`src/rtl/reg_scoreboard_if.sv`:
```
// Issue/writeback/status bundle between decode and the register scoreboard.
//
// Handshake: an issue transfers on a rising edge when iss_valid=1 and
// stall=0 (stall is the inverse of ready and is combinational), with flush=0
// and the scoreboard out of reset. Writebacks (wb_valid/wb_rd) are never
// back-pressured; they complete in the cycle they are presented.
interface reg_scoreboard_if;
  logic        iss_valid;
  logic [4:0]  iss_rs1;
  logic [4:0]  iss_rs2;
  logic        iss_use_rs1;
  logic        iss_use_rs2;
  logic        iss_wr;
  logic [4:0]  iss_rd;
  logic        wb_valid;
  logic [4:0]  wb_rd;
  logic        flush;
  logic        stall;
  logic [31:0] pend;
  logic [5:0]  busy_cnt;
  logic        wb_err;

  modport master (
    output iss_valid, iss_rs1, iss_rs2, iss_use_rs1, iss_use_rs2,
    output iss_wr, iss_rd, wb_valid, wb_rd, flush,
    input  stall, pend, busy_cnt, wb_err
  );

  modport slave (
    input  iss_valid, iss_rs1, iss_rs2, iss_use_rs1, iss_use_rs2,
    input  iss_wr, iss_rd, wb_valid, wb_rd, flush,
    output stall, pend, busy_cnt, wb_err
  );
endinterface

```
`src/rtl/reg_scoreboard.sv`:
```
// Register scoreboard: one pending-write bit per architectural register.
// Blocks issue on RAW and WAW hazards, tracks a pending count and flags
// writebacks to registers that had no write outstanding.
// Optional macro SB_WB_BYPASS_EN: a hazard on the register being written back
// in the same cycle is ignored (writeback bypass). Without it that hazard
// stalls for the cycle and releases on the next.
module reg_scoreboard (
  input  logic             clk,
  input  logic             reset,
  reg_scoreboard_if.slave  sb
);

  logic [31:0] pend_q;
  logic [31:0] pend_n;
  logic [5:0]  busy_q;
  logic [5:0]  busy_n;
  logic        wb_err_q;
  logic        wb_err_n;
  logic        byp_en;
  logic        haz_rs1;
  logic        haz_rs2;
  logic        haz_rd;
  logic        stall_c;
  logic        accept;

`ifdef SB_WB_BYPASS_EN
  assign byp_en = sb.wb_valid & ~sb.flush;
`else
  assign byp_en = 1'b0;
`endif

  // Hazard detection and issue acceptance; pend_q[0] is never set so x0
  // cannot raise a hazard.
  always_comb begin
    haz_rs1 = sb.iss_use_rs1 & pend_q[sb.iss_rs1] & ~(byp_en & (sb.wb_rd == sb.iss_rs1));
    haz_rs2 = sb.iss_use_rs2 & pend_q[sb.iss_rs2] & ~(byp_en & (sb.wb_rd == sb.iss_rs2));
    haz_rd  = sb.iss_wr      & pend_q[sb.iss_rd]  & ~(byp_en & (sb.wb_rd == sb.iss_rd));
    stall_c = sb.iss_valid & ~sb.flush & ~reset & (haz_rs1 | haz_rs2 | haz_rd);
    accept  = sb.iss_valid & ~stall_c & ~sb.flush & ~reset;
  end

  // Next pending vector: clear on writeback, then set on issue so a set wins
  // over a clear of the same register; flush discards everything.
  always_comb begin
    pend_n = pend_q;
    if (sb.wb_valid) begin
      pend_n[sb.wb_rd] = 1'b0;
    end
    if (accept & sb.iss_wr) begin
      pend_n[sb.iss_rd] = 1'b1;
    end
    pend_n[0] = 1'b0;
    if (sb.flush) begin
      pend_n = '0;
    end
    wb_err_n = sb.wb_valid & ~sb.flush & (sb.wb_rd != 5'd0) & ~pend_q[sb.wb_rd];
  end

  // Population count of the next pending vector, registered with it.
  always_comb begin
    busy_n = '0;
    for (int i = 1; i < 32; i++) begin
      busy_n = busy_n + {5'd0, pend_n[i]};
    end
  end

  // State registers with synchronous reset.
  always_ff @(posedge clk) begin
    if (reset) begin
      pend_q   <= '0;
      busy_q   <= '0;
      wb_err_q <= 1'b0;
    end else begin
      pend_q   <= pend_n;
      busy_q   <= busy_n;
      wb_err_q <= wb_err_n;
    end
  end

  assign sb.stall    = stall_c;
  assign sb.pend     = pend_q;
  assign sb.busy_cnt = busy_q;
  assign sb.wb_err   = wb_err_q;

endmodule

```
`src/flat_wrapper.sv`:
```
// flat-port wrapper written by rule: the top's interface ports become plain ports
module reg_scoreboard_flat 
  (clk, reset, sb_iss_valid, sb_iss_rs1, sb_iss_rs2, sb_iss_use_rs1, sb_iss_use_rs2, sb_iss_wr, sb_iss_rd, sb_wb_valid, sb_wb_rd, sb_flush, sb_stall, sb_pend, sb_busy_cnt, sb_wb_err);
  reg_scoreboard_if sb_i ();
  input  logic clk;
  input  logic reset;
  input wire logic [$bits(sb_i.iss_valid)-1:0] sb_iss_valid;
  input wire logic [$bits(sb_i.iss_rs1)-1:0] sb_iss_rs1;
  input wire logic [$bits(sb_i.iss_rs2)-1:0] sb_iss_rs2;
  input wire logic [$bits(sb_i.iss_use_rs1)-1:0] sb_iss_use_rs1;
  input wire logic [$bits(sb_i.iss_use_rs2)-1:0] sb_iss_use_rs2;
  input wire logic [$bits(sb_i.iss_wr)-1:0] sb_iss_wr;
  input wire logic [$bits(sb_i.iss_rd)-1:0] sb_iss_rd;
  input wire logic [$bits(sb_i.wb_valid)-1:0] sb_wb_valid;
  input wire logic [$bits(sb_i.wb_rd)-1:0] sb_wb_rd;
  input wire logic [$bits(sb_i.flush)-1:0] sb_flush;
  output wire logic [$bits(sb_i.stall)-1:0] sb_stall;
  output wire logic [$bits(sb_i.pend)-1:0] sb_pend;
  output wire logic [$bits(sb_i.busy_cnt)-1:0] sb_busy_cnt;
  output wire logic [$bits(sb_i.wb_err)-1:0] sb_wb_err;
  assign sb_i.iss_valid = sb_iss_valid;
  assign sb_i.iss_rs1 = sb_iss_rs1;
  assign sb_i.iss_rs2 = sb_iss_rs2;
  assign sb_i.iss_use_rs1 = sb_iss_use_rs1;
  assign sb_i.iss_use_rs2 = sb_iss_use_rs2;
  assign sb_i.iss_wr = sb_iss_wr;
  assign sb_i.iss_rd = sb_iss_rd;
  assign sb_i.wb_valid = sb_wb_valid;
  assign sb_i.wb_rd = sb_wb_rd;
  assign sb_i.flush = sb_flush;
  assign sb_stall = sb_i.stall;
  assign sb_pend = sb_i.pend;
  assign sb_busy_cnt = sb_i.busy_cnt;
  assign sb_wb_err = sb_i.wb_err;
  reg_scoreboard u_core (.clk(clk), .reset(reset), .sb(sb_i));
endmodule
```
`config.mk`:
```
export PLATFORM = sky130hd
export DESIGN_NAME = reg_scoreboard_flat
export DESIGN_NICKNAME = d
export VERILOG_FILES = /design/src/rtl/reg_scoreboard_if.sv /design/src/rtl/reg_scoreboard.sv /design/src/flat_wrapper.sv
export SDC_FILE = /design/constraint.sdc
export NUM_CORES = 1
export LEC_CHECK = 0
export CAP_MARGIN = 5
export CORE_MARGIN = 2
export CORE_UTILIZATION = 40
export DETAILED_ROUTE_END_ITERATION = 10
export PLACE_DENSITY = 0.67
export SYNTH_ARGS = -nofsm -noshare
export SYNTH_HDL_FRONTEND = slang
export SYNTH_SLANG_ARGS = --single-unit
```
`constraint.sdc`:
```
create_clock -name clk -period 13.2 [get_ports clk]
set_input_delay 1.32 -clock clk [delete_from_list [all_inputs] [get_ports clk]]
set_output_delay 1.32 -clock clk [all_outputs]
set_load 0.02 [all_outputs]
```
Yosys cells after proc, flatten, opt, wreduce, memory -nomap -nowiden
Cells that the tools add are included.
{"block": "word_totals", "inputBits": 28, "word_cells": 79, "ff_bits": 39, "output_inout_bits": 40}
{"block": "op_classes", "order_cmp": 6, "addsub": 30, "bitwise_logic": 22, "mux": 15, "reduce_logical": 3}
{"cell": "$add 6x1->6", "n": 29}
{"cell": "$mux 32", "n": 3}
{"cell": "$and 32x32->32", "n": 1}
{"cell": "$not 32->32", "n": 1}
{"cell": "$or 32x32->32", "n": 1}
{"cell": "$lt 5x6->1 const B", "n": 4}
{"cell": "$bmux 1 s5", "n": 4}
{"cell": "$and 1x1->1", "n": 13}
{"cell": "$demux 1 s5", "n": 2}
{"cell": "$ge 5x1->1 const B", "n": 2}
{"cell": "$mux 1", "n": 6}
{"cell": "$reduce_bool 5->1", "n": 1}
{"cell": "$not 1->1", "n": 4}
{"cell": "$add 1x1->2", "n": 1}
{"cell": "$logic_and 1x1->1", "n": 2}
{"cell": "$or 1x1->1", "n": 2}

Longest topological paths before layout
{"block": "depth", "depth_word": 43, "mapped_depth": 27, "depth_no_buf": 24}

Worst setup path before layout
No wires, ideal clock.
{"block": "synth_path", "path_kind": "input-to-reg", "start": "input port sb_iss_rs1[0]", "end": "register u_core.busy_q[5] (netlist: u_core.sb.busy_cnt[5])", "path_slack_ns": 5.421, "path_buffers": 3, "setup_ns": 0.117, "cell_stages": 26, "t_required_ns": 13.083, "arrival_time_ns": 7.662, "cell_sequence": "buf_2 mux4_2 mux4_2 nor2b_1 or3_1 buf_2 nand4b_1 buf_2 o22ai_1 ha_1 inv_1 fa_1 fa_1 inv_1 fa_1 fa_1 fa_1 inv_1 fa_1 inv_1 ha_1 a21o_1 a21oi_1 inv_1 a21oi_1 nor3b_1"}
{"block": "synth_between", "elab_chain_len": 43}
{"item": "start: declaration", "line_no": "flat_wrapper.sv:8", "source": "input wire logic [$bits(sb_i.iss_rs1)-1:0] sb_iss_rs1;"}
{"item": "$bmux 1 s5", "line_no": "reg_scoreboard.sv:35", "source": "haz_rs1 = sb.iss_use_rs1 & pend_q[sb.iss_rs1] & ~(byp_en & (sb.wb_rd == sb.iss_rs1));"}
{"item": "$mux 1 (not written as such)", "line_no": "reg_scoreboard.sv:35"}
{"item": "$and 1x1->1", "line_no": "reg_scoreboard.sv:35"}
{"item": "$or 1x1->1 (2 in a row)", "line_no": "reg_scoreboard.sv:38", "source": "stall_c = sb.iss_valid & ~sb.flush & ~reset & (haz_rs1 | haz_rs2 | haz_rd);"}
{"item": "$and 1x1->1", "line_no": "reg_scoreboard.sv:38"}
{"item": "$not 1->1", "line_no": "reg_scoreboard.sv:39", "source": "accept = sb.iss_valid & ~stall_c & ~sb.flush & ~reset;"}
{"item": "$and 1x1->1 (3 in a row)", "line_no": "reg_scoreboard.sv:39"}
{"item": "$and 1x1->1", "line_no": "reg_scoreboard.sv:49", "source": "if (accept & sb.iss_wr) begin"}
{"item": "$mux 32", "line_no": "reg_scoreboard.sv:49"}
{"item": "$mux 32", "line_no": "reg_scoreboard.sv:53", "source": "if (sb.flush) begin"}
{"item": "named net u_core.pend_n[2]", "line_no": "reg_scoreboard.sv:14", "source": "logic [31:0] pend_n;"}
{"item": "$add 1x1->2", "line_no": "reg_scoreboard.sv:63", "source": "busy_n = busy_n + {5'd0, pend_n[i]};"}
{"item": "$add 6x1->6 (29 in a row)", "line_no": "reg_scoreboard.sv:63"}
{"item": "end signal: assignment", "line_no": "reg_scoreboard.sv:75", "source": "busy_q <= busy_n;"}
{"item": "end: declaration", "line_no": "reg_scoreboard.sv:15", "source": "logic [5:0] busy_q;"}
The timed path passes the listed nets, and every way through them passes these cells. The select of a mux whose other input is x is not followed.
A chain may end at the register's enable or synchronous reset.

Final worst setup path
Same ends and word-level chain as after synthesis.

==> results.yml <==
power_and_ir_drop:
  power_frac_seq_pct: 46.1
  p_comb_share_pct: 19.1
  power.share.clock_pct: 34.8
  power.static_leakage_nw: 1.60
  power.switching_w: 0.0000739
  power_density_nw_per_um2: 55.4
  p_sw_share_pct: 29.5
  vdd_ir_max_mv: 0.0540
  internal_power_w: 0.000177
placed_design:
  pre_cts_slack_ns: 3.92
  port_buffers: 66
  post-dp-hpwl_um: 9410
  dp_cells: 557
  gp_congestion: 0.933
  detailed_place.area_um2: 4430
finish:
  post-route-cell-area_um2: 4520
  final-instance-count-excl-fill: 565
  fraction_of_final_layout_cells_sized_beyond_drive_strength_1_pct: 8.81
  num_antenna_cells: 0
  nets: 513
  fillers: 870
  synthToLayoutAreaGrowth_pct: 21.1
hold_path:
  hold_path_depth: 2
  class_of_the_most_critical_hold_timing_path: "flop to flop"
  worst_hold_startpoint: "u_core.sb.pend[13]"
  holdPathEnd: "u_core.sb.pend[13]"
sta:
  slew_headroom_pct: 34.1
  worst-slew-pin-transition_ns: 0.986
  final_max_slew_viol_count: 0
  finalSetupViolations: 0
  rsz_0062_raised_after_global_routing: "no"
  timing.hold.ws_ns: 0.635
  final_period_minus_worst_setup_slack_ns: 9.00
  finalClockSkew_ns: 0.0129
  report.final.hold_viol_count: 0
  fin_setup_tns_ns: 0
  post-route-worst-setup-slack_ns: 4.20
  maxClockFrequency_ghz: 0.111
  timing.final.crit_share_pct: 68.2
clock_tree:
  h-tree-depth: 2
  hold_buffers: 0
  insertion_delay_ns: 0.30
  root_buffer: "clkbuf_8"
  cts-buffers-inserted: 5
  clock_tree.buffer_depth: 2
  clock_sink_count: 38
  cts.clk_slew.worst_paths_ns: 0.08
  cts_setup_buffers: 0
  post_cts.resized_instances: 0
  cts_tree: "yes"
logic_synthesis:
  post_synth_instance_area_um2: 3730
  netlist_instances: 406
  syn-num-nets: 466
  avgSynthCellArea_um2: 9.20
  synth_top_area_share_pct: 20.4
  async_flop_share_pct: 0
  yosys-top-cells-area: "dfxtp_1 20%, mux4_2 13%, fa_1 12%"
  synthDistinctLibCells: 52
  synth_commonest_cells: "39 x o22ai_1, 38 x dfxtp_1, 35 x inv_1"
  synthMostInstantiatedCell: "o22ai_1"
  ys_seq_elements: 38
  ys_dominant_reg_cell: "dfxtp_1"
  synth_enable_flop_cells: 0
  synth_area_leader_cell: "dfxtp_1"
  yosysWarnings: 0
  synth_seq_area_share_pct: 20.4
worst_setup_path:
  crit_path_max_fanout: 15
  critPathCaptureType: "flop"
  critPathArrivalTime_ns: 9.18
  timing.rr.start: "u_core.sb.pend[31]"
  worst_case_reg_to_reg_path_depth: 23
  worst-r2r-setup-slack_ns: 5.75
  capture_point_of_the_worst_reg_to_reg_path: "u_core.sb.busy_cnt[5]"
  critical_path_required_ns: 13.38
  setup.worst_path.class: "primary input to flop"
  start_kind: "primary input"
route:
  dr.pass1.iters: 5
  drtIter0Drc: 415
  vias_per_cell: 6.49
  post_drt_wl_per_cell_um: 21.5
  detail_route.drc_violations: 0
  num_vias: 3665
  total_wirelength_um: 12200
  detail-route-antenna-nets: 0
global_route:
  grtUsageTotal_pct: 24.4
  grt_pass1_vias: 3463
  grt_most_used_layer: "met2"
  globalRouteMet1Util_pct: 34.5
  grt_antenna_before_repair: 0
  grt_util_met2_pct: 38.3
  global_route.usage.met3_pct: 3.68
  grt_start_max_net_pins: 35
  wire_length_of_the_first_global_routing_pass_um: 19200
  grt_overflow_total: 0
floorplan:
  chipWidth_um: 101
  rows: 35
  die-area_um2: 10100
  initial_core_util_pct: 40.8
  core_region_area_um2: 9150
  fp.dieH_um: 101
  floorplan.io_pins: 68
run:
  timing.max_cap.violations: 0
outcome:
  run_status: "finished clean"
-- cell type report --
| cell class | instances | area (um2) | share of cell area, % |
|---|---|---|---|
| Tap cell | 111 | 139 | 3.07 |
| Inverter | 35 | 131 | 2.90 |
| Multi-Input combinational cell | 305 | 2720 | 60.2 |
| Clock inverter | 2 | 12.5 | 0.277 |
| Timing Repair Buffer | 68 | 676 | 14.9 |
| Clock buffer | 6 | 82.6 | 1.83 |
| Sequential cell | 38 | 761 | 16.8 |
-- flip-flops by register name, summed over array words and instances (netlist names) --
name	flops
u_core.sb.busy_cnt	6
u_core.sb.pend	31
u_core.sb.wb_err	1
-- metal layers --
layer	vias to the layer above	wire, um
met5	-	0
met4	0	286
met3	22	1200
met2	254	5600
met1	1758	5070
li1	1631	-
-- power by group through the flow --
stage          sequential (W)  combinational, W   clock, W
2_1_floorplan        0.000119         0.0000284          0
4_1_cts              0.000115         0.0000471  0.0000891
3_3_place_gp         0.000118         0.0000465          0
3_5_place_dp         0.000118         0.0000469          0
5_1_grt              0.000116         0.0000513  0.0000923
6_report             0.000115         0.0000479  0.0000872
-- cell usage in the layout (no fill, tap or decap), types with 3 or more instances in the layout --
cell and count:
a211oi_1 4, a21oi_1 12, a22oi_1 4, clkbuf_8 6
clkdlybuf4s50_1 66, dfxtp_1 38, fa_1 23, ha_1 9
inv_1 35, mux2i_1 21, mux4_2 21, nand2_1 16
nand2b_1 4, nand3_1 9, nand3b_1 11, nand4_1 10
nor2_1 14, nor2b_1 9, nor3_1 4, nor3b_1 5
o21ai_0 31, o22a_1 15, o22ai_1 39, or2_2 3
or3_1 4, or3b_2 3, or4_1 4, xor2_1 3
-- logic make-up (layout without fill, tap and decap cells) --
kind of cell,after synthesis,in the layout,share of synthesized area [%]
AO/OA/AOI/OAI,118,118,20.9
XOR/XNOR,3,3,0.704
adder cells (fa/ha/maj),32,32,15.3
flip-flops,38,38,20.4
AND/OR/NAND/NOR,107,107,17.0
other,1,1,0.100
buffers and inverters,63,111,6.74
multiplexers,44,44,18.9
-- worst max path at each step --
stage / start / endpoint / slack (ns) / cells after the start
after floorplan: sb_iss_rs1[0] / u_core.sb.busy_cnt[5] / 5.42 / 26
after global placement: sb_iss_rs1[0] / u_core.sb.busy_cnt[5] / 4.05 / 24
after detailed placement: sb_iss_rs1[0] / u_core.sb.busy_cnt[5] / 3.92 / 24
after CTS: sb_iss_rs1[0] / u_core.sb.busy_cnt[5] / 4.24 / 24
after global routing: sb_iss_rs1[0] / u_core.sb.busy_cnt[5] / 3.76 / 24
final: sb_iss_rs1[0] / u_core.sb.busy_cnt[5] / 4.20 / 24
-- worst max-delay path: stages --
cell,delay (ns)
clkdlybuf4s50_1,0.83
mux4_2,0.60
mux4_2,0.49
nor2b_1,0.15
or3_1,0.43
nand4b_1,0.63
o22ai_1,0.33
ha_1,0.28
inv_1,0.07
fa_1,0.45
fa_1,0.42
inv_1,0.08
fa_1,0.45
fa_1,0.53
fa_1,0.54
inv_1,0.05
fa_1,0.58
inv_1,0.06
ha_1,0.28
a21o_1,0.15
a21oi_1,0.20
inv_1,0.06
a21oi_1,0.14
nor3b_1,0.06
-- metrics by stage --
step | utilization (%) | total power, W
after floorplan | - | 0.000147
final | 49.4 | 0.000251
after global placement | 48.4 | 0.000165
after CTS | 49.4 | 0.000252
after detailed placement | 48.4 | 0.000165
after global routing | 49.4 | 0.000259
(Power assumes the default switching activity.)
